### config.mk
export PLATFORM = sky130hd
export DESIGN_NAME = mdioconf_miim_master
export DESIGN_NICKNAME = d
export VERILOG_FILES = /design/src/rtl/mdioconf_miim_master.sv
export SDC_FILE = /design/constraint.sdc
export NUM_CORES = 1
export LEC_CHECK = 0
export BUFFER_PORTS_ARGS = -buffer_cell sky130_fd_sc_hd__buf_4
export CORE_ASPECT_RATIO = 1.4
export CORE_UTILIZATION = 60
export DETAILED_ROUTE_END_ITERATION = 7
export PLACE_DENSITY = 0.85
export SLEW_MARGIN = 25
export SYNTH_ARGS = -nofsm -noshare
export SYNTH_HDL_FRONTEND = slang
export SYNTH_SLANG_ARGS = --single-unit
### constraint.sdc
create_clock -name host_clk -period 5.53 [get_ports host_clk]
set_input_delay 1.106 -clock host_clk [delete_from_list [all_inputs] [get_ports host_clk]]
set_output_delay 1.106 -clock host_clk [all_outputs]
set_load 0.05 [all_outputs]
### src/rtl/mdioconf_miim_master.sv
// MIIM master: host config register plus Clause-45 MDIO frame serialiser.
// One frame per accepted request; MDC derived from host_clk by a per-half divider.
module mdioconf_miim_master #(
  parameter int          PREAMBLE_LEN = 32,
  parameter logic [9:0]  CONF_ADDR    = 10'h340
) (
  input  logic        host_clk,
  input  logic        host_reset,
  input  logic [1:0]  host_opcode,
  input  logic [9:0]  host_addr,
  input  logic [31:0] host_wr_data,
  output logic [31:0] host_rd_data,
  input  logic        host_miim_sel,
  input  logic        host_req,
  output logic        host_miim_rdy,
  output logic        mdc,
  output logic        mdio_o,
  output logic        mdio_t,
  input  logic        mdio_i
);

  typedef enum logic [1:0] {
    S_IDLE,
    S_PREAMBLE,
    S_SHIFT,
    S_DONE
  } state_t;

  localparam logic [5:0] LP_PRE_LAST = 6'(PREAMBLE_LEN - 1);

  state_t      r_state;
  state_t      w_state_nxt;

  logic [4:0]  r_clkdiv;
  logic        r_mdio_en;
  logic [31:0] r_rd_data;
  logic        r_rdy;
  logic        r_mdc;
  logic        r_mdio_o;
  logic        r_mdio_t;

  logic [1:0]  r_op;
  logic [9:0]  r_addr;
  logic [15:0] r_data;
  logic [4:0]  r_fdiv;
  logic [4:0]  r_div_cnt;
  logic        r_half;
  logic [5:0]  r_bit_cnt;
  logic [15:0] r_shift;

  logic        w_accept;
  logic        w_cfg_wr;
  logic        w_cfg_rd;
  logic        w_in_frame;
  logic        w_div_end;
  logic        w_bit_end;
  logic [31:0] w_frame;
  logic [4:0]  w_nidx;
  logic        w_nval;
  logic        w_ndrive;
  logic        w_unused;

  assign w_unused   = ^host_wr_data[31:16];

  assign w_accept   = host_miim_sel & host_req & r_rdy;
  assign w_cfg_wr   = ~host_miim_sel & ~host_opcode[1] & (host_addr == CONF_ADDR);
  assign w_cfg_rd   = ~host_miim_sel & host_opcode[1];
  assign w_in_frame = (r_state == S_PREAMBLE) || (r_state == S_SHIFT);
  assign w_div_end  = (r_div_cnt == r_fdiv);
  assign w_bit_end  = w_in_frame & w_div_end & r_half;
  // Post-preamble part of the frame, MSB first: ST, OP, PRTAD, DEVAD, TA, DATA
  assign w_frame    = {2'b00, r_op, r_addr, 2'b10, r_data};

  always_ff @(posedge host_clk or posedge host_reset) begin
    if (host_reset) r_state <= S_IDLE;
    else            r_state <= w_state_nxt;
  end

  // Next state, plus the value/drive of the bit that starts on this edge
  always_comb begin
    w_state_nxt = r_state;
    w_nidx      = 5'd0;
    case (r_state)
      S_IDLE:     if (w_accept) w_state_nxt = S_PREAMBLE;
      S_PREAMBLE: if (w_bit_end && (r_bit_cnt == LP_PRE_LAST)) w_state_nxt = S_SHIFT;
      S_SHIFT: begin
        w_nidx = r_bit_cnt[4:0] + 5'd1;
        if (w_bit_end && (r_bit_cnt == 6'd31)) w_state_nxt = S_DONE;
      end
      S_DONE:     w_state_nxt = S_IDLE;
      default:    w_state_nxt = S_IDLE;
    endcase
    w_nval   = (w_state_nxt == S_SHIFT) ? w_frame[5'd31 - w_nidx] : 1'b1;
    w_ndrive = (w_state_nxt != S_SHIFT) | ~r_op[1] | (w_nidx < 5'd14);
  end

  always_ff @(posedge host_clk or posedge host_reset) begin
    if (host_reset) begin
      r_clkdiv  <= '0;
      r_mdio_en <= 1'b0;
      r_rd_data <= '0;
      r_rdy     <= 1'b0;
      r_mdc     <= 1'b0;
      r_mdio_o  <= 1'b1;
      r_mdio_t  <= 1'b1;
      r_op      <= '0;
      r_addr    <= '0;
      r_data    <= '0;
      r_fdiv    <= '0;
      r_div_cnt <= '0;
      r_half    <= 1'b0;
      r_bit_cnt <= '0;
      r_shift   <= '0;
    end else begin
      if (w_cfg_wr) begin
        r_clkdiv  <= host_wr_data[4:0];
        r_mdio_en <= host_wr_data[5];
      end
      if (w_cfg_rd)
        r_rd_data <= (host_addr == CONF_ADDR) ? {26'b0, r_mdio_en, r_clkdiv} : 32'h0;
      r_rdy <= (w_state_nxt == S_IDLE) & r_mdio_en & (r_clkdiv != 5'd0);

      case (r_state)
        S_IDLE: begin
          if (w_accept) begin
            r_op      <= host_opcode;
            r_addr    <= host_addr;
            r_data    <= host_wr_data[15:0];
            r_fdiv    <= r_clkdiv;
            r_div_cnt <= '0;
            r_half    <= 1'b0;
            r_bit_cnt <= '0;
            r_mdc     <= 1'b0;
            r_mdio_o  <= w_nval;
            r_mdio_t  <= ~w_ndrive;
          end
        end
        S_PREAMBLE, S_SHIFT: begin
          if (!w_div_end) begin
            r_div_cnt <= r_div_cnt + 5'd1;
          end else begin
            r_div_cnt <= '0;
            if (!r_half) begin
              r_half <= 1'b1;
              r_mdc  <= 1'b1;
              if ((r_state == S_SHIFT) && r_op[1] && (r_bit_cnt >= 6'd16))
                r_shift <= {r_shift[14:0], mdio_i};
            end else begin
              r_half <= 1'b0;
              r_mdc  <= 1'b0;
              if (w_state_nxt != r_state) r_bit_cnt <= '0;
              else                        r_bit_cnt <= r_bit_cnt + 6'd1;
              if (w_state_nxt == S_DONE) begin
                r_mdio_o <= 1'b1;
                r_mdio_t <= 1'b1;
              end else begin
                r_mdio_o <= w_nval | ~w_ndrive;
                r_mdio_t <= ~w_ndrive;
              end
            end
          end
        end
        S_DONE: begin
          // Frame result takes priority over a coincident config read
          if (r_op[1]) r_rd_data <= {16'b0, r_shift};
        end
        default: ;
      endcase
    end
  end

  assign host_rd_data  = r_rd_data;
  assign host_miim_rdy = r_rdy;
  assign mdc           = r_mdc;
  assign mdio_o        = r_mdio_o;
  assign mdio_t        = r_mdio_t;

endmodule

Word level (Yosys, flattened, before mapping). Index checks and enable logic that the tools add are counted.

Bits in registers: 104. Input bits: 49. Output and inout bits: 36. Logic and storage cells: 100.

Add/sub/neg operators: 4. $lt $le $gt $ge: 3. Equal/unequal tests: 13. Multiplexer cells: 34. Bitwise gates (word level): 17. Reduce and logical (&&, ||, !) cells: 14.

Operator list (number): $mux W32 (3); $mux W6 (5); $mux W5 (3); $mux W1 (13); $pmux W6 S2 (1); $add A5 B1 Y5 const B (2); $eq A10 B10 Y1 const B (1); $pmux W5 S2 (1); $and A1 B1 Y1 (9); $eq A2 B2 Y1 const B (4); $ne A2 B2 Y1 const B (4); $pmux W2 S4 (1); $reduce_and A4 Y1 (2); $add A6 B1 Y6 const B (1); $eq A6 B5 Y1 const B (1); $ge A6 B5 Y1 const B (1); $lt A5 B6 Y1 const B (1); $mux W2 (3); $pmux W1 S2 (3); $bmux W1 S5 (1); $eq A5 B5 Y1 (1); $lt A5 B4 Y1 const B (1); $not A1 Y1 (5); $reduce_bool A5 Y1 (1); 11 further kinds (17).

Logic depth before layout (Yosys ltp).
Depth after elaboration: 16. Depth in mapped cells: 9. Depth with buffers taken out: 8.

Worst setup path before layout. Ideal clock, no wire load.

Path kind: input -> register. Start: in host_addr[0]. End: reg r_clkdiv[0]. Library setup time: 125 ps. Arrival: 2339 ps. Data required time: 5405 ps. Path slack: 3066 ps. Stages on the path: 4. Buffers on the path: 0. Cells stage by stage: or4_1 -> nor4_4 -> nand2_2 -> mux2_2.

Longest elaborated chain between the ends: 2.

Ends and longest elaborated chain: from (decl) (RTL line 10) `input logic [9:0] host_addr,`; $eq A10 B10 Y1 (RTL line 66) `assign w_cfg_wr = ~host_miim_sel & ~host_opcode[1] & (host_addr == CONF_ADDR);`; $and A1 B1 Y1 (RTL line 66); to (signal assigned) (RTL line 116) `r_clkdiv <= host_wr_data[4:0];`; to (decl) (RTL line 34) `logic [4:0] r_clkdiv;`.

No other way between the ends. A chain may end at the register's enable or synchronous reset.

Worst setup path in the final report.
Start: reg r_state[0]. End: reg r_mdio_o, in the netlist mdio_o.

Longest elaborated chain between the ends: 16. Elaborated cells between the ends (all ways): 36. Classes of those cells: add/sub: 1; order compare: 1; eq/ne: 9; mux: 13; bitwise: 6; reduce/logical: 6.

Ends and longest elaborated chain: from (decl) (RTL line 31) `state_t r_state;`; from (signal assigned) (RTL line 76) `else r_state <= w_state_nxt;`; parallel branches: the longest is 16 deep, another holds $sub A5 B5 Y5; to (signal assigned) (RTL line 134) `r_mdio_o <= w_nval;`; to (signal assigned) (RTL line 157) `r_mdio_o <= w_nval | ~w_ndrive;`; to (decl) (RTL line 39) `logic r_mdio_o;`.

Several ways; the timed one is not identified. The select of a mux whose other input is x is not followed.

==> flow_summary_export.csv <==
group,metric,value,unit
run_status,run_status,"finished, final reports clean",
placement,dpl.hpwl,6760,um
timing,setup_viol,0,
power,p_leak,2.784,nW
floorplan,num_rows,37,
clocking,clk_path_buf_depth,2,
finish,area_growth,16.69,%
min_path,min_from,"mdio_t",
timing,rsz0062_at_grt,"false",
yosys,ys_warn_count,0,
finish,fill_cells,522,
setup_path,cp-end-kind,"flip-flop",
timing,hold_slack,485.8,ps
timing,skew,10.82,ps
global_routing,grt.overflow.total,0,
min_path,min-delay-path-class,"reg2reg",
global_routing,grt_pass1_vias,3376,
power,clock_power_share,0.377,
flow_run,maxCapViolCount,0,
timing,min_period_over_period,0.5102,
finish,stdcell_area,0.005503,mm2
floorplan,io_pins,85,
placement,dp_worst_setup_slack,2268,ps
floorplan,initial_core_util,0.6288,
yosys,async_reset_ff_frac,1.000,
power,combPwrFrac,0.033,
route,final_antenna_net_count,0,
setup_path,path_class,"reg2reg",
route,dr.pass1.iters,5,
route,drc,0,
power,ir_drop,0.0002367,V
floorplan,dieArea,0.008223,mm2
power,total_power,1.289,mW
yosys,netlist.area_leader.share,0.5413,
power,p_int,1.004,mW
power,p_sw,0.2855,mW
floorplan,die_y,106.9,um
finish,diodes,0,
setup_path,cp-start-kind,"flip-flop",
clocking,cts_sinks,104,
clocking,root_buffer,"clkbuf_8",
timing,tns,0,ps
timing,worst_pin_slew,932.4,ps
timing,slew_headroom,0.3784,
timing,timing.final.hold_violations,0,
timing,min_period,2821,ps
timing,slew_violations,0,
global_routing,grt_max_degree,55,
placement,port_buffers,68,
yosys,netlist_instances,387,
global_routing,grt_pass1_wl,16420,um
finish,register_area,0.002605,mm2
clocking,cts_setup_buffers,0,
yosys,synth_nets,443,
finish,final_common_cell,"dfrtp_1",
yosys,syn_area_per_cell,12.19,um2
clocking,cts_tree,"built",
timing,timing.final.ws_setup,2709,ps
clocking,clk-insertion-delay-late,370,ps
setup_path,crit_start,"r_state[0]",
finish,multi_input_area,0.002008,mm2
global_routing,grtUsageTotal,0.2604,
yosys,ys_top_cells_by_area,"dfrtp_1 54%, mux2_2 14%, o21ai_0 2.4%",
yosys,synth_top_area_cell,"dfrtp_1",
finish,nets,508,
placement,placed_cells,538,
yosys,synth_cell_types,52,
route,drt_iter0_markers,240,
placement,gp_congestion,0.8840,
route,wl,9602,um
finish,post-route-util,0.7337,
yosys,synth-edff-count,0,
finish,layout_common_cells,"102 x dfrtp_1, 71 x buf_4, 58 x mux2_2, 25 x nand2_1, 23 x o21ai_0",
power,swShare,0.2215,
timing,max_freq,0.3545,GHz
route,wl_per_cell,17.33,um
floorplan,coreArea,0.007500,mm2
placement,dpl-instance-area,0.005296,mm2
yosys,synth_ff_type,"dfrtp_1",
setup_path,cp.required,5840,ps
setup_path,worstPathArrival,3130,ps
clocking,clk_pin_slew,100,ps
yosys,ys_seq_area_frac,0.5524,
global_routing,antenna_found_initial,0,
floorplan,die_w,76.93,um
power,seqPwrFrac,0.591,
clocking,ctsResizeCount,0,
yosys,synth_seq_cells,104,
route,num_vias,3232,
finish,instances_no_fill,554,
power,power_density,234.3,mW/mm2
setup_path,r2r_start,"r_state[0]",
route,via_per_inst,5.834,
yosys,syn_area,0.004716,mm2
setup_path,crit_fanout,34,
clocking,holdBufCountCts,0,
clocking,h-tree-depth,3,
finish,drive_above_1_share,0.3414,
clocking,numCtsBuffers,9,
[power groups by stage]
stage               clock network [mW]  registers (mW)  logic, mW
detailed placement                   0           0.776     0.0433
global placement                     0           0.776     0.0422
CTS                              0.498           0.761     0.0435
global route                     0.531           0.762     0.0478
floorplan                            0           0.776     0.0162
finish                           0.486           0.761     0.0419
[flip-flops by register name, indices dropped and copies added (netlist names)]
register       count
host_rd_data      32
r_data            16
r_shift           16
r_addr            10
r_bit_cnt          6
r_clkdiv           5
r_div_cnt          5
r_fdiv             5
r_op               2
r_state            2
host_miim_rdy      1
mdio_o             1
mdio_t             1
r_half             1
r_mdio_en          1
[cells by family after synthesis]
group,Yosys count,synth area share
AOI/OAI and AO/OA,79,0.1149
xor gates and xnor gates,10,0.01857
adders and majority gates,7,0.01857
buffers and inverters,24,0.02176
DFF,104,0.5524
muxes,63,0.1491
and+or+nand+nor,100,0.1247
[layout make-up]
type                       count  share of cell area
inverter                       7            0.005230
multi-input combinational    259              0.3649
clock inverter                 5             0.01182
clock buffer                  11             0.02569
sequential                   104              0.4734
tap                           97             0.02206
timing repair buffer          71             0.09686
[final timing paths]
path	slack [ps]	depth (start not counted)	end
worst max register to register	2710	8	mdio_o
worst min-delay path	490	2	mdio_t
worst min register to register	490	2	mdio_t
max in group asynchronous	3630	3	host_rd_data[0]
worst max-delay path	2710	8	mdio_o
min in group asynchronous	830	2	r_data[12]
[per-layer routing]
metal / GRT usage / wire [um]
met5: 0 / 0
met4: 0.1140 / 154
met3: 0.06213 / 362
met2: 0.4458 / 5188
met1: 0.3116 / 3896
[cell usage after synthesis, types with 5 or more instances]
cell / count
a21oi_1: 19
a22o_1: 11
and2_1: 17
and3_1: 7
clkbuf_1: 10
dfrtp_1: 102
ha_1: 7
inv_1: 7
mux2_2: 58
mux2i_1: 5
nand2_1: 25
nand2b_1: 8
nand3_1: 10
nor2_1: 7
nor3_1: 7
o21ai_0: 23
xor2_1: 8
[worst max-delay path, stage by stage (launching register included)]
cell and delay, ps:
dfrtp_1 430, inv_1 150, ha_1 380, nand4_1 150
buf_4 390, a21boi_1 630, a21o_1 360, nor3b_2 90
a31oi_1 170
Note: power is estimated with default switching activity, not from simulation.
